===== src/rtl/pcm_interpolator.sv =====
// Audio-rate PCM to fast-clock linear interpolator with input FIFO, feeding the delta-sigma DAC.
// Optional soft mute: define PCM_INTERP_SOFT_MUTE_EN to add the mute input.
module pcm_interpolator #(
   parameter int DATA_W     = 16,
   parameter int RATIO_LOG2 = 10,
   parameter int FIFO_DEPTH = 4
) (
   input  logic                          clk,
   input  logic                          rst_n,
`ifdef PCM_INTERP_SOFT_MUTE_EN
   input  logic                          mute,
`endif
   input  logic                          s_valid,
   output logic                          s_ready,
   input  logic signed [DATA_W-1:0]      s_data,
   output logic signed [DATA_W-1:0]      pcm_out,
   output logic                          sample_tick,
   output logic                          underrun,
   output logic [$clog2(FIFO_DEPTH):0]   fifo_level
);

   localparam int PTR_W  = $clog2(FIFO_DEPTH);
   localparam int LVL_W  = PTR_W + 1;
   localparam int PROD_W = DATA_W + 2 + RATIO_LOG2;

   typedef enum logic [1:0] {IDLE, RUN, HOLD} state_t;

   state_t                   state_q, state_d;
   logic signed [DATA_W-1:0] mem [FIFO_DEPTH];
   logic [PTR_W-1:0]         wr_ptr, rd_ptr;
   logic [LVL_W-1:0]         level;
   logic [RATIO_LOG2-1:0]    phase_q;
   logic signed [DATA_W-1:0] prev_q, cur_q, head;
   logic                     full, empty, push, pop, seg_start, mute_i;
   logic                     tick_p0, und_p0;

`ifdef PCM_INTERP_SOFT_MUTE_EN
   assign mute_i = mute;
`else
   assign mute_i = 1'b0;
`endif

   // Floor-shifted linear interpolation; the result lies between a and b, so truncation is exact.
   function automatic logic signed [DATA_W-1:0] lerp(
      input logic signed [DATA_W-1:0] a,
      input logic signed [DATA_W-1:0] b,
      input logic [RATIO_LOG2-1:0]    ph
   );
      logic signed [DATA_W:0]   diff;
      logic signed [PROD_W-1:0] d_ext, p_ext, a_ext, prod, sum;
      diff  = {b[DATA_W-1], b} - {a[DATA_W-1], a};
      d_ext = {{(PROD_W-DATA_W-1){diff[DATA_W]}}, diff};
      p_ext = {{(PROD_W-RATIO_LOG2){1'b0}}, ph};
      a_ext = {{(PROD_W-DATA_W){a[DATA_W-1]}}, a};
      prod  = d_ext * p_ext;
      sum   = (prod >>> RATIO_LOG2) + a_ext;
      return sum[DATA_W-1:0];
   endfunction

   assign full       = (level == LVL_W'(FIFO_DEPTH));
   assign empty      = (level == '0);
   assign s_ready    = !full;
   assign fifo_level = level;
   assign push       = s_valid && !full;
   assign head       = mem[rd_ptr];
   assign seg_start  = (state_q == IDLE) ? !empty : (&phase_q);
   assign pop        = seg_start && !empty;

   always_ff @(posedge clk) begin
      if (push) mem[wr_ptr] <= s_data;
   end

   always_ff @(posedge clk or negedge rst_n) begin
      if (!rst_n) begin
         wr_ptr <= '0;
         rd_ptr <= '0;
         level  <= '0;
      end else begin
         if (push) wr_ptr <= wr_ptr + PTR_W'(1);
         if (pop)  rd_ptr <= rd_ptr + PTR_W'(1);
         case ({push, pop})
            2'b10:   level <= level + LVL_W'(1);
            2'b01:   level <= level - LVL_W'(1);
            default: level <= level;
         endcase
      end
   end

   always_ff @(posedge clk or negedge rst_n) begin
      if (!rst_n) state_q <= IDLE;
      else        state_q <= state_d;
   end

   always_comb begin
      state_d = state_q;
      case (state_q)
         IDLE:      if (!empty) state_d = RUN;
         RUN, HOLD: if (seg_start) state_d = empty ? HOLD : RUN;
         default:   state_d = IDLE;
      endcase
   end

   // Stage p0: segment bookkeeping (phase, endpoints, event flags)
   always_ff @(posedge clk or negedge rst_n) begin
      if (!rst_n) begin
         phase_q <= '0;
         prev_q  <= '0;
         cur_q   <= '0;
         tick_p0 <= 1'b0;
         und_p0  <= 1'b0;
      end else begin
         phase_q <= (state_q == IDLE) ? '0 : phase_q + RATIO_LOG2'(1);
         tick_p0 <= seg_start;
         und_p0  <= seg_start && empty && (state_q != IDLE);
         if (seg_start) begin
            prev_q <= (state_q == IDLE) ? '0 : cur_q;
            if (mute_i)      cur_q <= '0;
            else if (!empty) cur_q <= head;
         end
      end
   end

   // Stage p1: registered output, events aligned with the first sample of each segment
   always_ff @(posedge clk or negedge rst_n) begin
      if (!rst_n) begin
         pcm_out     <= '0;
         sample_tick <= 1'b0;
         underrun    <= 1'b0;
      end else begin
         pcm_out     <= (state_q == IDLE) ? '0 : lerp(prev_q, cur_q, phase_q);
         sample_tick <= tick_p0;
         underrun    <= und_p0;
      end
   end

endmodule

===== config.mk =====
export PLATFORM = sky130hd
export DESIGN_NAME = pcm_interpolator
export DESIGN_NICKNAME = d
export VERILOG_FILES = /design/src/rtl/pcm_interpolator.sv
export SDC_FILE = /design/constraint.sdc
export NUM_CORES = 1
export LEC_CHECK = 0
export CORE_ASPECT_RATIO = 0.5
export CORE_MARGIN = 2
export CORE_UTILIZATION = 25
export DETAILED_ROUTE_END_ITERATION = 8
export PLACE_DENSITY = 0.51
export SYNTH_ARGS = -nofsm -noshare
export SYNTH_HDL_FRONTEND = slang
export SYNTH_SLANG_ARGS = --single-unit

===== constraint.sdc =====
create_clock -name clk -period 10.2 [get_ports clk]
set_clock_uncertainty 0.1 [all_clocks]
set_input_delay 3.06 -clock clk [delete_from_list [all_inputs] [get_ports clk]]
set_output_delay 3.06 -clock clk [all_outputs]
set_load 0.01 [all_outputs]

Word-level counts from Yosys, hierarchy flattened. Memory sizes are Yosys's and may differ from the RTL's. A register that Yosys moved wholly into a read port is not among the register bits. Index checks and enable logic that the tools add are counted.

Eq/ne operators: 7. Multiplexer cells: 11. Bitwise gates (word level): 1. $add $sub $neg: 7. Reductions and logical operators: 15. Multiply operators: 1.

Operators by type and width (number): $mux 16 (2); $mul 17x11->26 (1); $sub 16x16->17 (1); $add 16x16->16 (1); $add 10x1->10 const B (1); $mux 10 (1); $reduce_and 10->1 (1); $mux 2 (3); $pmux 3 s2 (1); $add 2x1->2 const B (2); $eq 2x1->1 const B (2); $eq 2x2->1 const B (2); $logic_and 1x1->1 (4); $ne 2x2->1 const B (2); $pmux 2 s2 (1); $reduce_and 2->1 (2); $reduce_bool 2->1 (2); $add 3x1->3 const B (1); $eq 3x3->1 const B (1); $logic_not 1->1 (3); $logic_not 3->1 (1); $mux 1 (3); $sub 3x1->3 const B (1); $logic_not 2->1 (1); other kinds (2) (2).

Input port bits: 19. Memories kept: 1. Register bits: 55. Output and inout port bits: 22. Logic and storage cells: 54. RAM bits: 64.

Memories: mem (words 4, bits a word 16, read ports 1, clocked after Yosys merged registers in 1, write ports 1, line 29) `logic signed [DATA_W-1:0] mem [FIFO_DEPTH];`.

Longest topological paths before layout. Gate-level depths: netlist (run 1).

Depth after elaboration: 6. Gate-level depth with buffers: 39. Mapped depth without buffers: 39.

Worst setup path before layout (run 1). OpenSTA, ideal clock, no wires.

Path type: register -> register. Start point: register prev_q[0]. End point: register pcm_out[15]. Library setup time: 72 ps. Data required time: 10028 ps. Setup slack: 2209 ps. Data arrival time: 7818 ps. Stages on the path, launching flop included: 36. Period minus slack after synthesis: 7991 ps. Cells stage by stage: dfrtp_1 -> ha_1 -> fa_1 -> nor2b_1 -> o31a_1 -> o211ai_1 -> nand2_1 -> a41oi_1 -> and2b_1 -> o21bai_1 -> a21oi_2 -> xnor2_2 -> nand2_1 -> fa_1 -> inv_1 -> fa_1 -> fa_1 -> fa_1 -> inv_1 -> fa_1 -> inv_1 -> ha_1 -> a21o_1 -> a21oi_1 -> o21ai_4 -> a21oi_1 -> nor2b_1 -> o21a_1 -> nor2_1 -> xnor2_1 -> ha_1 -> a21o_1 -> a31oi_1 -> o21ai_0 -> xnor3_1 -> nor2_1.

Cells in the longest elaborated chain, start to end: 4.

Ends and longest elaborated chain: start, declared (line 33) `logic signed [DATA_W-1:0] prev_q, cur_q, head;`; start signal, assigned (line 116) `prev_q <= (state_q == IDLE) ? '0 : cur_q;`; $sub 16x16->17 (line 51) `diff = {b[DATA_W-1], b} - {a[DATA_W-1], a};`; $mul 17x11->26 (line 55) `prod = d_ext * p_ext;`; $add 16x16->16 * (line 56) `sum = (prod >>> RATIO_LOG2) + a_ext;`; $mux 16 * (line 130) `pcm_out <= (state_q == IDLE) ? '0 : lerp(prev_q, cur_q, phase_q);`; end signal, assigned (line 130); end, declared (line 16) `output logic signed [DATA_W-1:0] pcm_out,`.

Mark *: on every way between the ends. The rest lies on a longest branch, timed or not. A chain may end at the register's enable or synchronous reset.

Worst setup path after layout (run 1). Same ends and word-level chain as after synthesis.

==> flow_summary_export.csv, run 1 <==
group,metric,value,unit
setup_path,critPathSlowestCell,"xnor2_1",
global_route,grt_pass1_vias,8475,
detailed_routing,drt_pass1_iterations,4,
synth,ys_seq_area_share,30.4,%
floorplanning,row_count,57,
detailed_routing,wl,26400,um
pwr,ir_drop,0.0000891,V
hold_path,hold_class,"reg2reg",
sta,rsz0062_at_grt,"no",
clock_tree,postCtsHoldBufs,0,
detailed_routing,vias_per_cell,4.16,
setup_path,start_kind,"flop",
detailed_routing,vias,7710,
clock_tree,clockBufferDepth,2,
cells_and_area,multi_input_area,7510,um^2
clock_tree,cts_resized,0,
cells_and_area,fin_area,14000,um^2
synth,async_reset_ff_share,52.6,%
synth,synth_common_cells,"inv_1, fa_1, nand2_1",
sta,fmax,111,MHz
placed_design,port_buffers,40,
cells_and_area,drive_gt1_share,8.06,%
synth,synth_ff_type,"dfrtp_1",
synth,synth-edff-count,64,
run,cap_violations,0,
setup_path,critical_path_arrival,9.27,ns
clock_tree,cts.sinks,135,
global_route,grt_pass1_wl,46000,um
clock_tree,clk_pin_slew_worst_paths,0.07,ns
clock_tree,numCtsBuffers,17,
placed_design,gp_congestion,0.769,
synth,yosys_warnings,0,
setup_path,crit_top_cell,"fa_1",
clock_tree,htree_levels,4,
synth,synth.area.top_cells,"fa_1, edfxtp_1, dfrtp_1",
floorplanning,start_util,25.2,%
detailed_routing,drt-initial-drc-count,403,
detailed_routing,routedWlPerCell,14.3,um
pwr,power,0.00144,W
floorplanning,io_pins,41,
setup_path,crit_fanout,10,
global_route,grt_usage,11.4,%
cells_and_area,area_growth,15.0,%
floorplanning,core,48300,um^2
sta,final.setup.tns,0,ns
clock_tree,clock_latency,0.43,ns
outcome,status,"finished, final reports clean",
synth,syn_nets,1409,
cells_and_area,seq_area,3700,um^2
cells_and_area,num-fill-cells,5027,
setup_path,endpoint_kind,"flop",
setup_path,critPathMaxStageDelay,0.85,ns
sta,slew_headroom,26.2,%
pwr,powerDensity,103,nW/um^2
synth,synth.most_common_cell,"inv_1",
pwr,leakage,6.33,nW
sta,whs,0.247,ns
synth,synth_top_area_cell,"fa_1",
setup_path,regToRegSetupSlack,1.19,ns
detailed_routing,drc,0,
setup_path,critical_path_class,"reg2reg",
clock_tree,cts-root-buf,"clkbuf_16",
placed_design,place_hpwl,20200,um
synth,synth_top_area_share,24.2,%
clock_tree,post_cts_buffers,0,
sta,worst_pin_slew,1.10,ns
setup_path,worstPathRequired,10.46,ns
synth,syn_inst,1149,
floorplanning,dieArea,50600,um^2
synth,ys_seq_elements,135,
synth,avgSynthCellArea,10.6,um^2
sta,finalMaxSlewViolations,0,
placed_design,place_area,13400,um^2
global_route,overflow,0,
detailed_routing,antenna_left,0,
synth,syn_area,12200,um^2
cells_and_area,diodes,0,
sta,fin_crit_sh,88.3,%
placed_design,dp.cells,1821,
global_route,antenna_found_initial,0,
synth,ys_types,56,
cells_and_area,stdcell_count,1853,
sta,period_needed,9.01,ns
sta,setup_viol,0,
sta,hold_viol,0,
cells_and_area,nNetsFinal,1451,
floorplanning,die_h,160,um
clock_tree,cts_tree,"built",
global_route,grt_max_degree,59,
floorplanning,fp.dieW,316,um
==> power by group <==
group          total [W]  switching [W]  internal [W]
Combinational   0.000131      0.0000766     0.0000542
Clock           0.000653       0.000277      0.000376
Sequential      0.000657      0.0000189      0.000638
Total            0.00144       0.000372       0.00107
==> metrics by stage <==
stage,setup WS (ns),utilization (%)
after floorplan,2.21,-
after detailed placement,1.13,27.7
after global routing,0.433,29.0
final,1.19,29.0
after CTS,1.09,29.0
after global placement,1.17,27.7
==> logic make-up after synthesis <==
group | synth area share [%]
flops | 30.4
compound gates | 6.16
fa+ha+maj | 33.8
buf+inv | 7.90
simple gates | 12.9
mux | 4.34
xor+xnor | 4.48
==> layout make-up <==
cell class | instances | area share (%)
Clock buffer | 17 | 3.04
Timing Repair Buffer | 56 | 3.70
Sequential cell | 135 | 26.4
Clock inverter | 15 | 1.47
Inverter | 220 | 5.90
Tap cell | 649 | 5.80
Multi-Input combinational cell | 761 | 53.7
==> path summary, 6_finish.rpt <==
path	from	endpoint	cells past startpoint
worst min-delay path	tick_p0	sample_tick	0
worst max register to register	prev_q[0]	pcm_out[15]	35
worst min register to register	tick_p0	sample_tick	0
min in group asynchronous	rst_n	pcm_out[12]	1
max in group asynchronous	rst_n	pcm_out[0]	2
worst max-delay path	prev_q[0]	pcm_out[15]	35
==> worst max-delay path: cells and delay by family (launching register included) <==
| family | cells | cell delay, ns |
|---|---|---|
| xor gates and xnor gates | 3 | 1.29 |
| adders and majority gates | 9 | 3.92 |
| buffers and inverters | 3 | 0.15 |
| and+or+nand+nor | 10 | 1.33 |
| DFF | 1 | 0.40 |
| AOI/OAI and AO/OA | 10 | 1.77 |
==> flip-flops by register name (all words and copies together) (netlist names) <==
name / flops
pcm_out: 16
wr_ptr: 2
rd_ptr: 2
state_q: 2
und_p0: 1
cur_q: 16
sample_tick: 1
fifo_level: 3
underrun: 1
prev_q: 16
phase_q: 10
mem: 64
tick_p0: 1
==> per-layer routing <==
layer	global-route usage [%]	up-vias	part of all wire (%)	wire length, um
met5	0	-	0	0
met3	1.23	15	2.4	625
li1	-	3722	-	-
met4	2.28	0	0.71	188
met2	19.2	74	47	12500
met1	16.0	3899	49	13100
==> placed cells by master (no fill, tap or decap), types with 3 or more instances in the layout <==
cell type          n
ha_1              94
nand3_1            9
xor2_1            15
nand2b_1           8
clkinv_8           3
o21bai_1           3
and2_1            70
o21a_1             6
a21o_1            12
or2_2              3
o21ai_1            5
dfrtp_1           71
o211ai_1           3
a211oi_1           3
and2b_1            8
xnor2_1           41
a31oi_1            6
inv_8              4
inv_1            220
clkdlybuf4s50_1   39
fa_1             147
and3_1            11
mux4_2            16
or3_1              4
a21oi_1           21
buf_4             17
o21ai_0           32
nor2b_1           18
clkbuf_16         17
mux2_2            14
a22o_1             3
nand2_1          121
inv_6              4
edfxtp_1          64
nor3_1            10
nor2_1            50
(Power assumes the default switching activity.)
==> run 2, diff against run 1 <==
- GPL_ROUTABILITY_DRIVEN: default -> 0
- SKIP_LAST_GASP: default -> 1
==> results of run 2 <==
Final layout, timing and power as in run 1 (identical DEF).
==> run 3, diff against run 2 <==
- SKIP_LAST_GASP: 1 -> default
==> results of run 3 <==
Final layout, timing and power as in run 1 (identical DEF).
